<file path="config.mk">
export PLATFORM = sky130hd
export DESIGN_NAME = morse_decoder
export DESIGN_NICKNAME = d
export VERILOG_FILES = /design/src/rtl/morse_decoder.sv
export SDC_FILE = /design/constraint.sdc
export NUM_CORES = 1
export LEC_CHECK = 0
export CAP_MARGIN = 15
export CELL_PAD_IN_SITES_DETAIL_PLACEMENT = 0
export CELL_PAD_IN_SITES_GLOBAL_PLACEMENT = 1
export CORE_MARGIN = 1
export CORE_UTILIZATION = 29
export CTS_CLUSTER_SIZE = 12
export DETAILED_ROUTE_END_ITERATION = 10
export PLACE_DENSITY_LB_ADDON = 0.12
export SLEW_MARGIN = 20
export SYNTH_ARGS = -nofsm -noshare
export SYNTH_HDL_FRONTEND = slang
export SYNTH_SLANG_ARGS = --single-unit
</file>
<file path="constraint.sdc">
create_clock -name clk -period 2.3 [get_ports clk]
set_input_delay 0.23 -clock clk [delete_from_list [all_inputs] [get_ports clk]]
set_output_delay 0.23 -clock clk [all_outputs]
set_load 0.05 [all_outputs]
</file>
<file path="src/rtl/morse_decoder.sv">
// morse_decoder: times marks/spaces on a keyed line, classifies dots/dashes
// and decodes the letters A-H into a 3-bit code.
module morse_decoder #(
    parameter int UNIT = 25_000_000
) (
    input  logic       clk,
    input  logic       rst,
    input  logic       key_in,
    output logic       valid,
    output logic       err,
    output logic [2:0] letter,
    output logic [2:0] sym_len,
    output logic [3:0] sym_bits,
    output logic       busy
);
    localparam int CW = $clog2(6*UNIT+1);
    localparam logic [CW-1:0] C_MAX  = CW'(6*UNIT);
    localparam logic [CW-1:0] C_DASH = CW'(2*UNIT);
    localparam logic [CW-1:0] C_ONE  = CW'(1);

    typedef enum logic [2:0] {S_IDLE, S_MARK, S_SPACE, S_DECODE, S_WAIT} state_t;

    state_t          r_state, w_next;
    logic            r_sync1, r_ks;
    logic [CW-1:0]   r_cnt, w_cnt;
    logic [3:0]      r_buf, w_buf;
    logic [2:0]      r_n, w_n;
    logic            r_ovf, w_ovf;
    logic            r_valid, w_valid, r_err, w_err;
    logic [2:0]      r_letter, w_letter, r_len, w_len;
    logic [3:0]      r_bits, w_bits;
    logic            w_hit;
    logic [2:0]      w_code;

    always_ff @(posedge clk or negedge rst) begin
        if (!rst) begin
            r_state  <= S_IDLE;
            r_sync1  <= 1'b0;
            r_ks     <= 1'b0;
            r_cnt    <= '0;
            r_buf    <= '0;
            r_n      <= '0;
            r_ovf    <= 1'b0;
            r_valid  <= 1'b0;
            r_err    <= 1'b0;
            r_letter <= '0;
            r_len    <= '0;
            r_bits   <= '0;
        end else begin
            r_state  <= w_next;
            r_sync1  <= key_in;
            r_ks     <= r_sync1;
            r_cnt    <= w_cnt;
            r_buf    <= w_buf;
            r_n      <= w_n;
            r_ovf    <= w_ovf;
            r_valid  <= w_valid;
            r_err    <= w_err;
            r_letter <= w_letter;
            r_len    <= w_len;
            r_bits   <= w_bits;
        end
    end

    // Upper buffer bits stay zero, so the raw {count, buffer} is the lookup key.
    always_comb begin
        w_hit  = 1'b1;
        w_code = 3'd0;
        case ({r_n, r_buf})
            7'b010_0001: w_code = 3'd0;
            7'b100_1000: w_code = 3'd1;
            7'b100_1010: w_code = 3'd2;
            7'b011_0100: w_code = 3'd3;
            7'b001_0000: w_code = 3'd4;
            7'b100_0010: w_code = 3'd5;
            7'b011_0110: w_code = 3'd6;
            7'b100_0000: w_code = 3'd7;
            default:     w_hit  = 1'b0;
        endcase
    end

    always_comb begin
        w_next   = r_state;
        w_cnt    = (r_cnt == C_MAX) ? r_cnt : r_cnt + C_ONE;
        w_buf    = r_buf;
        w_n      = r_n;
        w_ovf    = r_ovf;
        w_valid  = 1'b0;
        w_err    = 1'b0;
        w_letter = r_letter;
        w_len    = r_len;
        w_bits   = r_bits;
        case (r_state)
            S_IDLE: begin
                if (r_ks) begin
                    w_next = S_MARK;
                    w_cnt  = C_ONE;
                end
            end
            S_MARK: begin
                if (r_cnt == C_MAX) begin
                    w_err  = 1'b1;
                    w_buf  = '0;
                    w_n    = '0;
                    w_ovf  = 1'b0;
                    w_next = S_WAIT;
                end else if (!r_ks) begin
                    w_ovf  = r_ovf | (r_n == 3'd4);
                    w_buf  = (r_n == 3'd4) ? r_buf : {r_buf[2:0], r_cnt >= C_DASH};
                    w_n    = (r_n == 3'd4) ? r_n : r_n + 3'd1;
                    w_next = S_SPACE;
                    w_cnt  = C_ONE;
                end
            end
            S_SPACE: begin
                if (r_cnt == C_DASH) begin
                    w_next = S_DECODE;
                end else if (r_ks) begin
                    w_next = S_MARK;
                    w_cnt  = C_ONE;
                end
            end
            S_DECODE: begin
                w_valid  = w_hit & ~r_ovf;
                w_err    = ~(w_hit & ~r_ovf);
                w_letter = w_valid ? w_code : r_letter;
                w_len    = w_valid ? r_n : r_len;
                w_bits   = w_valid ? r_buf : r_bits;
                w_buf    = '0;
                w_n      = '0;
                w_ovf    = 1'b0;
                w_next   = r_ks ? S_MARK : S_IDLE;
                w_cnt    = C_ONE;
            end
            S_WAIT: begin
                if (!r_ks) w_next = S_IDLE;
            end
            default: w_next = S_IDLE;
        endcase
    end

    always_comb begin
        busy     = (r_state != S_IDLE);
        valid    = r_valid;
        err      = r_err;
        letter   = r_letter;
        sym_len  = r_len;
        sym_bits = r_bits;
    end
endmodule

</file>
==> results of run 1 <==
registers in the layout, indices dropped and copies added, names as in the netlist:
signal and flops:
sym_bits 4, r_sync1 1, r_state 3, r_n 3
r_ovf 1, letter 3, valid 1, sym_len 3
r_buf 4, err 1, r_ks 1, r_cnt 28
cells in the final DEF (no fill, tap or decap), types with 10 or more instances in the layout:
cell and n:
clkdlybuf4s50_1 14, nor2_1 38, nand2_1 25, inv_1 11
xor2_1 23, dfrtp_1 53, a21oi_1 11, nand4_1 10
nand3_1 16, buf_4 23
kinds of logic after synthesis:
kind of cell,after synthesis
AOI/OAI and AO/OA,44
and+or+nand+nor,129
xor gates and xnor gates,28
DFF,53
adders and majority gates,7
muxes,5
buffers and inverters,22
metal layers:
layer	GRT usage, %	vias up	share of wire, %
met5	0	-	0
met4	3.34	0	0.70
met3	2.51	4	1.7
met2	21.4	17	45
met1	20.0	1061	53
li1	-	1086	-
layout make-up:
type | instances | area, um^2
Clock buffer | 7 | 86.3
Clock inverter | 1 | 30.0
Fill cell | 976 | 5860
Inverter | 11 | 41.3
Multi-Input combinational cell | 213 | 1390
Sequential cell | 53 | 1330
Tap cell | 129 | 161
Timing Repair Buffer | 42 | 388
power breakdown:
part / switching [mW] / internal (mW) / leakage, nW / total (mW)
Clock: 0.313 / 0.356 / 0.0585 / 0.668
Combinational: 0.494 / 0.349 / 0.685 / 0.843
Sequential: 0.0733 / 1.03 / 0.716 / 1.10
Total: 0.880 / 1.74 / 1.46 / 2.62
how the worst max path moves through the flow:
stage | cells past startpoint | endpoint | slack (ns) | startpoint
after CTS | 8 | r_state[0] | 0.05 | r_cnt[1]
after global placement | 8 | r_state[0] | -0.04 | r_cnt[1]
after floorplan | 8 | letter[0] | 0.24 | r_n[1]
final | 6 | r_cnt[26] | 0.12 | r_cnt[16]
after global routing | 6 | r_cnt[12] | 0.005 | r_cnt[16]
after detailed placement | 8 | r_state[0] | -0.06 | r_cnt[1]
stage by stage:
stage | worst slack [ns] | hold slack (ns)
2_1_floorplan | 0.238 | -0.0656
3_3_place_gp | -0.0358 | 0.259
3_5_place_dp | -0.0606 | 0.254
4_1_cts | 0.0470 | 0.356
5_1_grt | 0.00482 | 0.348
6_report | 0.116 | 0.357
worst register-to-register path, stage by stage (launching register included):
cell and delay (ns):
dfrtp_1 0.42, or4b_1 0.52, or4_4 0.57, o211ai_2 0.21, a21oi_4 0.10, buf_12 0.19, nor2_1 0.10
repair_timing:
action                                  in CTS  in global routing
endpoints found under the setup margin       1                 27
pin swaps                                    0                  1
endpoints found under the hold margin       53                  0
cloned                                       0                  0
buffers inserted                             0                  1
hold buffers                                 1                  0
resized for setup                            1                  3
==> reports/metrics.csv, run 1 <==
stage,metric,value,unit
detailed_routing,Vias,2168,
timing,final setup TNS,0,ns
placed_design,GPL Wtd Cong,0.771,
critical_path,RR Endpoint,r_cnt[26],
grt,vias in the first global route,2182,
finish,nets,336,
logic_synthesis,Synth Area per Inst,9.70,um^2
cts,Max clock buf depth,2,
floorplanning,Chip Width,100,um
power,PD cells,763,nW/um^2
outcome,outcome,finished clean,
finish,layout cells sized above 1,14.1,%
logic_synthesis,Post-Synth XOR/XNOR Area,8.78,%
critical_path,worst r2r path cells,6,
timing,worst-margin pin slew,0.772,ns
timing,Final Hold Viols,0,
floorplanning,Initial Util,30.1,%
logic_synthesis,YS warnings,0,
finish,Layout area overhead,22.7,%
critical_path,CP required,2.54,ns
logic_synthesis,"top cells by count, synth","53 x dfrtp_1, 38 x nor2_1, 25 x nand2_1",
placed_design,placed insts,446,
logic_synthesis,cells after synthesis,288,
power,Static Leak,1.46,nW
timing,fin crit period,2.18,ns
floorplanning,# rows,35,
detailed_routing,DRC Markers,0,
grt,GR Overflow Total,0,
critical_path,crit start category,flip-flop,
logic_synthesis,Synth area leaders,"dfrtp_1 47%, xor2_1 7.2%, nor2_1 5.1%, nand2_1 3.4%, ha_1 3.1%",
cts,Clock transition at path regs,0.10,ns
finish,final non-filler cell area,3430,um^2
cts,TritonCTS Buffers,5,
logic_synthesis,mapped cell area,2790,um^2
grt,first-pass GRT wire length,10900,um
detailed_routing,final wirelength,6390,um
floorplanning,IO Pins,16,
power,VDD IR-drop max,0.368,mV
cts,worst skew pair latency,0.30,ns
power,overall power,2.62,mW
logic_synthesis,"Seq/Total Area, Yosys",47.5,%
timing,Setup Viol. Count Final,0,
job,max-cap violations,0,
critical_path,CP Buf/Inv Count,1,
logic_synthesis,Synth top area share,47.5,%
grt,antenna violations before repair,0,
logic_synthesis,Post-synth EDFFs,0,
floorplanning,core box area,9280,um^2
grt,largest net degree at the start of global routing,54,
hold_path,Hold EP,r_ks,
detailed_routing,DR vias/cell,4.75,
placed_design,placed cell area,3260,um^2
timing,Fmax,458,MHz
critical_path,critical path's top delay family,simple AND/OR/NAND/NOR gates,
finish,ant diodes,0,
critical_path,CP max stage cell,or4_4,
logic_synthesis,syn nets,298,
critical_path,crit-path cells,or4b_1 > or4_4 > o211ai_2 > a21oi_4 > buf_12 > nor2_1,
finish,"Core Util, Final",36.9,%
placed_design,number of port buffers,15,
detailed_routing,Routed WL per cell,14.0,um
critical_path,Reg2Reg Setup Slack,0.12,ns
cts,root buffer cell,clkbuf_8,
placed_design,HPWL after detailed placement,4410,um
hold_path,hold wc startpoint,r_sync1,
floorplanning,die area,10000,um^2
critical_path,CP endpoint kind,flip-flop,
floorplanning,Die Y,100,um
critical_path,Worst Path Max Fanout,19,
cts,H-tree depth,2,
detailed_routing,ANT nets after route,0,
finish,final std cells w/o fill,456,
logic_synthesis,simple-gate share of the synthesized area,24.1,%
critical_path,Crit Path Category,reg2reg,
logic_synthesis,complex-gate fraction of the synthesized area,10.9,%
logic_synthesis,ys flop type,dfrtp_1,
cts,CTS tree,done,
timing,max_slew headroom,48.4,%
cts,TritonCTS Sinks,53,
timing,Slew Limit Fails,0,
logic_synthesis,#FFs+latches synth,53,
logic_synthesis,adder-cell share of the synthesized area,3.13,%
logic_synthesis,biggest area consumer among synthesized cells,dfrtp_1,
hold_path,min-delay worst type,reg2reg,
critical_path,CP peak stage delay,0.57,ns
detailed_routing,First-pass DRT Iterations,4,
logic_synthesis,Synth cell types,53,
grt,GRT Overall Usage,13.8,%
detailed_routing,Initial DRC Count,87,
logic_synthesis,largest family of logic cells by synthesized area,simple AND/OR/NAND/NOR gates,
timing,RSZ-0062 raised after global routing,false,
timing,final period utilization,94.9,%
logic_synthesis,post-synthesis mux area share,1.97,%
timing,Worst Clk Skew,0.00537,ns
critical_path,data arrival time of the critical path,2.42,ns
logic_synthesis,top-count cell post-synth,dfrtp_1,
logic_synthesis,Async SR Flop Fraction,100,%
critical_path,r2r startpoint,r_cnt[16],
hold_path,number of cells on the worst hold path,0,
Power figures use the tool's default switching activity.
==> run 2: changes to the inputs <==
--- a/config.mk
+++ b/config.mk
@@ -12,6 +12,7 @@
 export CORE_UTILIZATION = 29
 export CTS_CLUSTER_SIZE = 12
 export DETAILED_ROUTE_END_ITERATION = 10
+export DONT_BUFFER_PORTS = 1
 export PLACE_DENSITY_LB_ADDON = 0.12
 export SLEW_MARGIN = 20
 export SYNTH_ARGS = -nofsm -noshare
==> run 2 against run 1 <==
Against the previous run:
- die area unchanged
- setup slack improved by 0.019 ns
- maximum frequency up 0.89%
- combinational power is 37% lower
- wire length rose by 2.1%
- power fell by 5.5%
- clock skew increased by 0.0027 ns
- utilization down 1.8 points
- non-clock buffer count shrank 15
- sequential power increased by 16%
==> reports/metrics.csv, run 2 (synthesis gave the netlist of run 1 again) <==
stage,metric,value,unit
detailed_routing,ANT nets after route,0,
detailed_routing,Vias,2178,
power,Switch Pwr,0.881,mW
timing,Final Hold Viols,0,
cts,worst skew pair latency,0.31,ns
finish,Layout area overhead,16.8,%
floorplanning,Chip Width,100,um
power,VDD IR-drop max,0.308,mV
grt,GRT Overall Usage,14.4,%
power,Internal,1.59,mW
timing,setup slack after layout,0.136,ns
finish,layout cells sized above 1,14.7,%
cts,Clock transition at path regs,0.10,ns
critical_path,Worst Path Max Fanout,18,
timing,final setup TNS,0,ns
detailed_routing,DRC Markers,0,
power,sw frac,35.6,%
outcome,outcome,finished clean,
grt,vias in the first global route,2219,
timing,final period utilization,94.1,%
hold_path,hold wc startpoint,r_sync1,
cts,TritonCTS Sinks,53,
finish,"Core Util, Final",35.2,%
placed_design,HPWL after detailed placement,4510,um
timing,worst-margin pin slew,0.754,ns
grt,antenna violations before repair,0,
timing,Slew Limit Fails,0,
cts,Max clock buf depth,2,
floorplanning,Die Y,100,um
detailed_routing,First-pass DRT Iterations,4,
timing,RSZ-0062 raised after global routing,false,
detailed_routing,DR vias/cell,4.94,
finish,"most common cell after layout, fill and taps aside",dfrtp_1,
power,Static Leak,1.39,nW
finish,nets,321,
finish,final std cells w/o fill,441,
job,max-cap violations,0,
grt,largest net degree at the start of global routing,54,
critical_path,Crit Path Category,reg2reg,
cts,Post-CTS Setup Bufs,0,
floorplanning,# rows,35,
power,Combinational Power Share,21.6,%
timing,max_slew headroom,49.6,%
placed_design,number of port buffers,0,
floorplanning,die area,10000,um^2
power,PD cells,757,nW/um^2
finish,Biggest register,r_cnt,
timing,Worst Clk Skew,0.00806,ns
placed_design,GPL Wtd Cong,0.711,
finish,"commonest non-fill, non-tap cells in the layout","53 x dfrtp_1, 38 x nor2_1, 25 x nand2_1, 24 x buf_4, 23 x xor2_1",
critical_path,data arrival time of the critical path,2.41,ns
power,Reg power frac,51.9,%
cts,H-tree depth,2,
timing,Fmax,462,MHz
critical_path,crit start category,flip-flop,
grt,GR Overflow Total,0,
finish,ant diodes,0,
floorplanning,IO Pins,16,
floorplanning,core box area,9280,um^2
finish,Largest register FFs,28,
finish,filler instances,1003,
grt,first-pass GRT wire length,11300,um
timing,final hold slack,0.357,ns
critical_path,CP Launch Point,r_cnt[26],
critical_path,CP required,2.55,ns
cts,root buffer cell,clkbuf_8,
detailed_routing,Routed WL per cell,14.8,um
detailed_routing,final wirelength,6520,um
placed_design,pre-CTS setup slack,0.0772,ns
timing,Setup Viol. Count Final,0,
critical_path,CP endpoint kind,flip-flop,
detailed_routing,Initial DRC Count,88,
critical_path,r2r startpoint,r_cnt[26],
power,Clock Power Share,26.4,%
timing,fin crit period,2.16,ns
floorplanning,Initial Util,30.1,%
placed_design,placed insts,430,
cts,TritonCTS Buffers,5,
cts,CTS tree,done,
hold_path,min-delay worst type,reg2reg,
run 2: layout make-up:
class,instances,area [um^2],share of cell area (%)
multi-input combinational,213,1400,42.8
tap,129,161,4.94
clock inverter,2,38.8,1.19
clock buffer,6,72.6,2.22
timing repair buffer,27,228,6.98
inverter,11,41.3,1.26
sequential,53,1330,40.6
run 2: per-layer routing:
layer | global-route usage (%) | routed length, um | vias up
met5 | 0 | 0 | -
met4 | 3.68 | 76 | 0
met3 | 2.79 | 166 | 5
met2 | 22.8 | 2890 | 26
met1 | 20.1 | 3390 | 1084
li1 | - | - | 1063
run 2: repair_timing:
| action | 4_1_cts | 5_1_grt |
|---|---|---|
| hold buffers | 3 | 0 |
| hold endpoints to repair | 54 | 0 |
| setup endpoints to repair | 0 | 27 |
| resized for setup | 0 | 5 |
run 2: per-stage QoR:
step / total power [mW] / cell area, um^2
2_1_floorplan: 1.65 / 2790
3_5_place_dp: 1.80 / 3070
5_1_grt: 2.63 / 3260
4_1_cts: 2.50 / 3230
3_3_place_gp: 1.81 / 3070
6_report: 2.47 / 3260
run 2: power by group through the flow:
stage          registers [mW]  logic, mW  clock network [mW]
3_3_place_gp             1.31      0.501                   0
2_1_floorplan            1.29      0.367                   0
3_5_place_dp             1.30      0.500                   0
4_1_cts                  1.28      0.532               0.682
5_1_grt                  1.30      0.624               0.702
6_report                 1.28      0.535               0.654
run 2: final timing paths:
| check | slack [ns] | end | depth (start not counted) |
|---|---|---|---|
| setup / recovery | 0.14 | r_cnt[18] | 6 |
| min in group asynchronous | 0.43 | r_cnt[3] | 2 |
| max in group asynchronous | 1.63 | r_cnt[26] | 2 |
| hold reg to reg | 0.36 | r_ks | 0 |
| hold / removal | 0.36 | r_ks | 0 |
| setup reg to reg | 0.14 | r_cnt[18] | 6 |
run 2: worst max-delay path: stages (launching register included):
cell and delay (ns):
dfrtp_1 0.45, or4b_1 0.48, or4_4 0.57, o211ai_2 0.19
a21oi_2 0.06, buf_4 0.22, nor2_1 0.13
==> run 3: changes to the inputs <==
--- a/config.mk
+++ b/config.mk
@@ -9,11 +9,12 @@
 export CELL_PAD_IN_SITES_DETAIL_PLACEMENT = 0
 export CELL_PAD_IN_SITES_GLOBAL_PLACEMENT = 1
 export CORE_MARGIN = 1
-export CORE_UTILIZATION = 29
+export CORE_UTILIZATION = 49
 export CTS_CLUSTER_SIZE = 12
 export DETAILED_ROUTE_END_ITERATION = 10
 export DONT_BUFFER_PORTS = 1
 export PLACE_DENSITY_LB_ADDON = 0.12
+export SETUP_SLACK_MARGIN = 0.05
 export SLEW_MARGIN = 20
 export SYNTH_ARGS = -nofsm -noshare
 export SYNTH_HDL_FRONTEND = slang
==> run 3 against run 2 <==
Against the previous run:
- first-iteration DRC count increased by 15%
- hold slack improved by 0.00095 ns
- critical path type unchanged
- largest power group unchanged
- combinational power decreased by 2%
- register-to-register slack about the same
- setup slack improved by 0.013 ns
- wire length decreased by 15%
- utilization increased by 21 points
- flip-flop and latch count unchanged
- sequential power about the same
- highest routed layer unchanged
==> reports/metrics.csv, run 3 (synthesis gave the netlist of run 1 again) <==
stage,metric,value,unit
outcome,outcome,finished clean,
power,Reg power frac,54.1,%
cts,Clock transition at path regs,0.09,ns
cts,Max clock buf depth,2,
finish,Largest register FFs,28,
timing,final setup TNS,0,ns
finish,ant diodes,0,
timing,final period utilization,93.5,%
detailed_routing,final wirelength,5550,um
finish,"most common cell after layout, fill and taps aside",dfrtp_1,
critical_path,crit start category,flip-flop,
finish,nets,312,
timing,Worst Clk Skew,0.0110,ns
timing,worst-margin pin slew,0.688,ns
detailed_routing,DR vias/cell,5.55,
timing,max_slew headroom,54.0,%
timing,Slew Limit Fails,0,
cts,TritonCTS Buffers,5,
detailed_routing,ANT nets after route,0,
finish,final std cells w/o fill,375,
power,Clock Power Share,23.9,%
cts,root buffer cell,clkbuf_8,
floorplanning,# rows,27,
grt,vias in the first global route,1993,
detailed_routing,Routed WL per cell,14.8,um
cts,worst skew pair latency,0.30,ns
detailed_routing,DR top layer,met4,
detailed_routing,routed wl met3,144,um
detailed_routing,Vias,2082,
critical_path,Crit Path Category,reg2reg,
grt,largest net degree at the start of global routing,54,
finish,"Core Util, Final",56.5,%
detailed_routing,First-pass DRT Iterations,4,
grt,GRT Overall Usage,20.3,%
timing,Fmax,465,MHz
cts,CTS tree,done,
finish,sequential cell area,1330,um^2
power,VDD IR-drop max,0.505,mV
power,sw frac,35.6,%
power,Internal,1.53,mW
finish,Biggest register,r_cnt,
floorplanning,Die Y,77.5,um
detailed_routing,met2 wire length,2540,um
job,max-cap violations,0,
floorplanning,Chip Width,77.5,um
finish,"commonest non-fill, non-tap cells in the layout","53 x dfrtp_1, 38 x nor2_1, 25 x nand2_1, 23 x xor2_1, 16 x nand3_1",
floorplanning,Initial Util,50.7,%
finish,layout cells sized above 1,11.9,%
hold_path,min-delay worst type,reg2reg,
finish,Multi-input gate area,1380,um^2
critical_path,Worst Path Max Fanout,17,
floorplanning,core box area,5510,um^2
finish,filler instances,509,
critical_path,CP endpoint kind,flip-flop,
power,Combinational Power Share,22.0,%
detailed_routing,met1 wire length,2820,um
detailed_routing,Initial DRC Count,101,
placed_design,placed insts,364,
placed_design,GPL Wtd Cong,0.768,
power,Static Leak,1.35,nW
grt,antenna violations before repair,0,
power,overall power,2.38,mW
cts,TritonCTS Sinks,53,
power,Switch Pwr,0.846,mW
timing,fin crit period,2.15,ns
finish,Layout area overhead,11.3,%
detailed_routing,DRC Markers,0,
placed_design,number of port buffers,0,
timing,Final Hold Viols,0,
floorplanning,die area,6010,um^2
critical_path,data arrival time of the critical path,2.34,ns
placed_design,HPWL after detailed placement,3820,um
cts,Post-CTS Setup Bufs,0,
power,PD cells,765,nW/um^2
critical_path,CP required,2.49,ns
floorplanning,IO Pins,16,
timing,RSZ-0062 raised after global routing,false,
grt,GR Overflow Total,0,
grt,first-pass GRT wire length,9650,um
timing,Setup Viol. Count Final,0,
cts,H-tree depth,2,
## run 3: cell types whose count changed in the layout (fill, tap and decap cells not counted), sizes merged
cell	change
buf	-9
bufinv	-1
clkbuf	+1
## run 3: power groups by stage
stage	combinational [mW]	sequential, mW	clock, mW
after floorplan	0.367	1.29	0
after detailed placement	0.481	1.31	0
after global placement	0.472	1.30	0
after CTS	0.509	1.29	0.592
final	0.524	1.29	0.568
after global routing	0.601	1.30	0.618
## run 3: area by class of cell
cell class	instances	share of cell area (%)
Timing Repair Buffer	18	5.55
Clock buffer	7	3.10
Tap cell	72	2.90
Clock inverter	1	0.161
Sequential cell	53	42.6
Inverter	11	1.33
Multi-Input combinational cell	213	44.3
## run 3: layer usage
metal	track usage [%]	vias up
li1	-	1040
met1	29.3	1011
met2	30.9	26
met3	4.24	5
met4	5.09	0
met5	0	-
## run 3: path summary, 6_finish.rpt
check / startpoint / endpoint / slack, ns / cells past startpoint
setup / recovery: r_n[1] / sym_bits[3] / 0.15 / 7
max in group asynchronous: rst / r_cnt[4] / 1.60 / 2
min in group asynchronous: rst / r_cnt[14] / 0.45 / 2
setup reg to reg: r_n[1] / sym_bits[3] / 0.15 / 7
hold / removal: r_sync1 / r_ks / 0.36 / 0
hold reg to reg: r_sync1 / r_ks / 0.36 / 0
## run 3: what timing repair did
item | 4_1_cts | 5_1_grt
endpoints found under the hold margin | 54 | 0
endpoints found under the setup margin | 0 | 5
gates resized for setup | 0 | 2
hold buffers | 3 | 0
## run 3: through the flow
stage                     instance area, um^2  hold slack, ns  setup WS (ns)
after floorplan                          2790         -0.0656          0.238
after global placement                   2950         -0.0644          0.207
after detailed placement                 2950         -0.0646         0.0827
after CTS                                3100           0.363         0.0684
after global routing                     3110           0.363         0.0186
final                                    3110           0.358          0.149
## run 3: critical path, stage by stage, from the launching register on
cell and delay [ns]:
dfrtp_1 0.42, inv_1 0.10, ha_1 0.16, or4b_1 0.46, a221oi_2 0.31, o21ai_1 0.11
buf_4 0.20, mux2_2 0.28
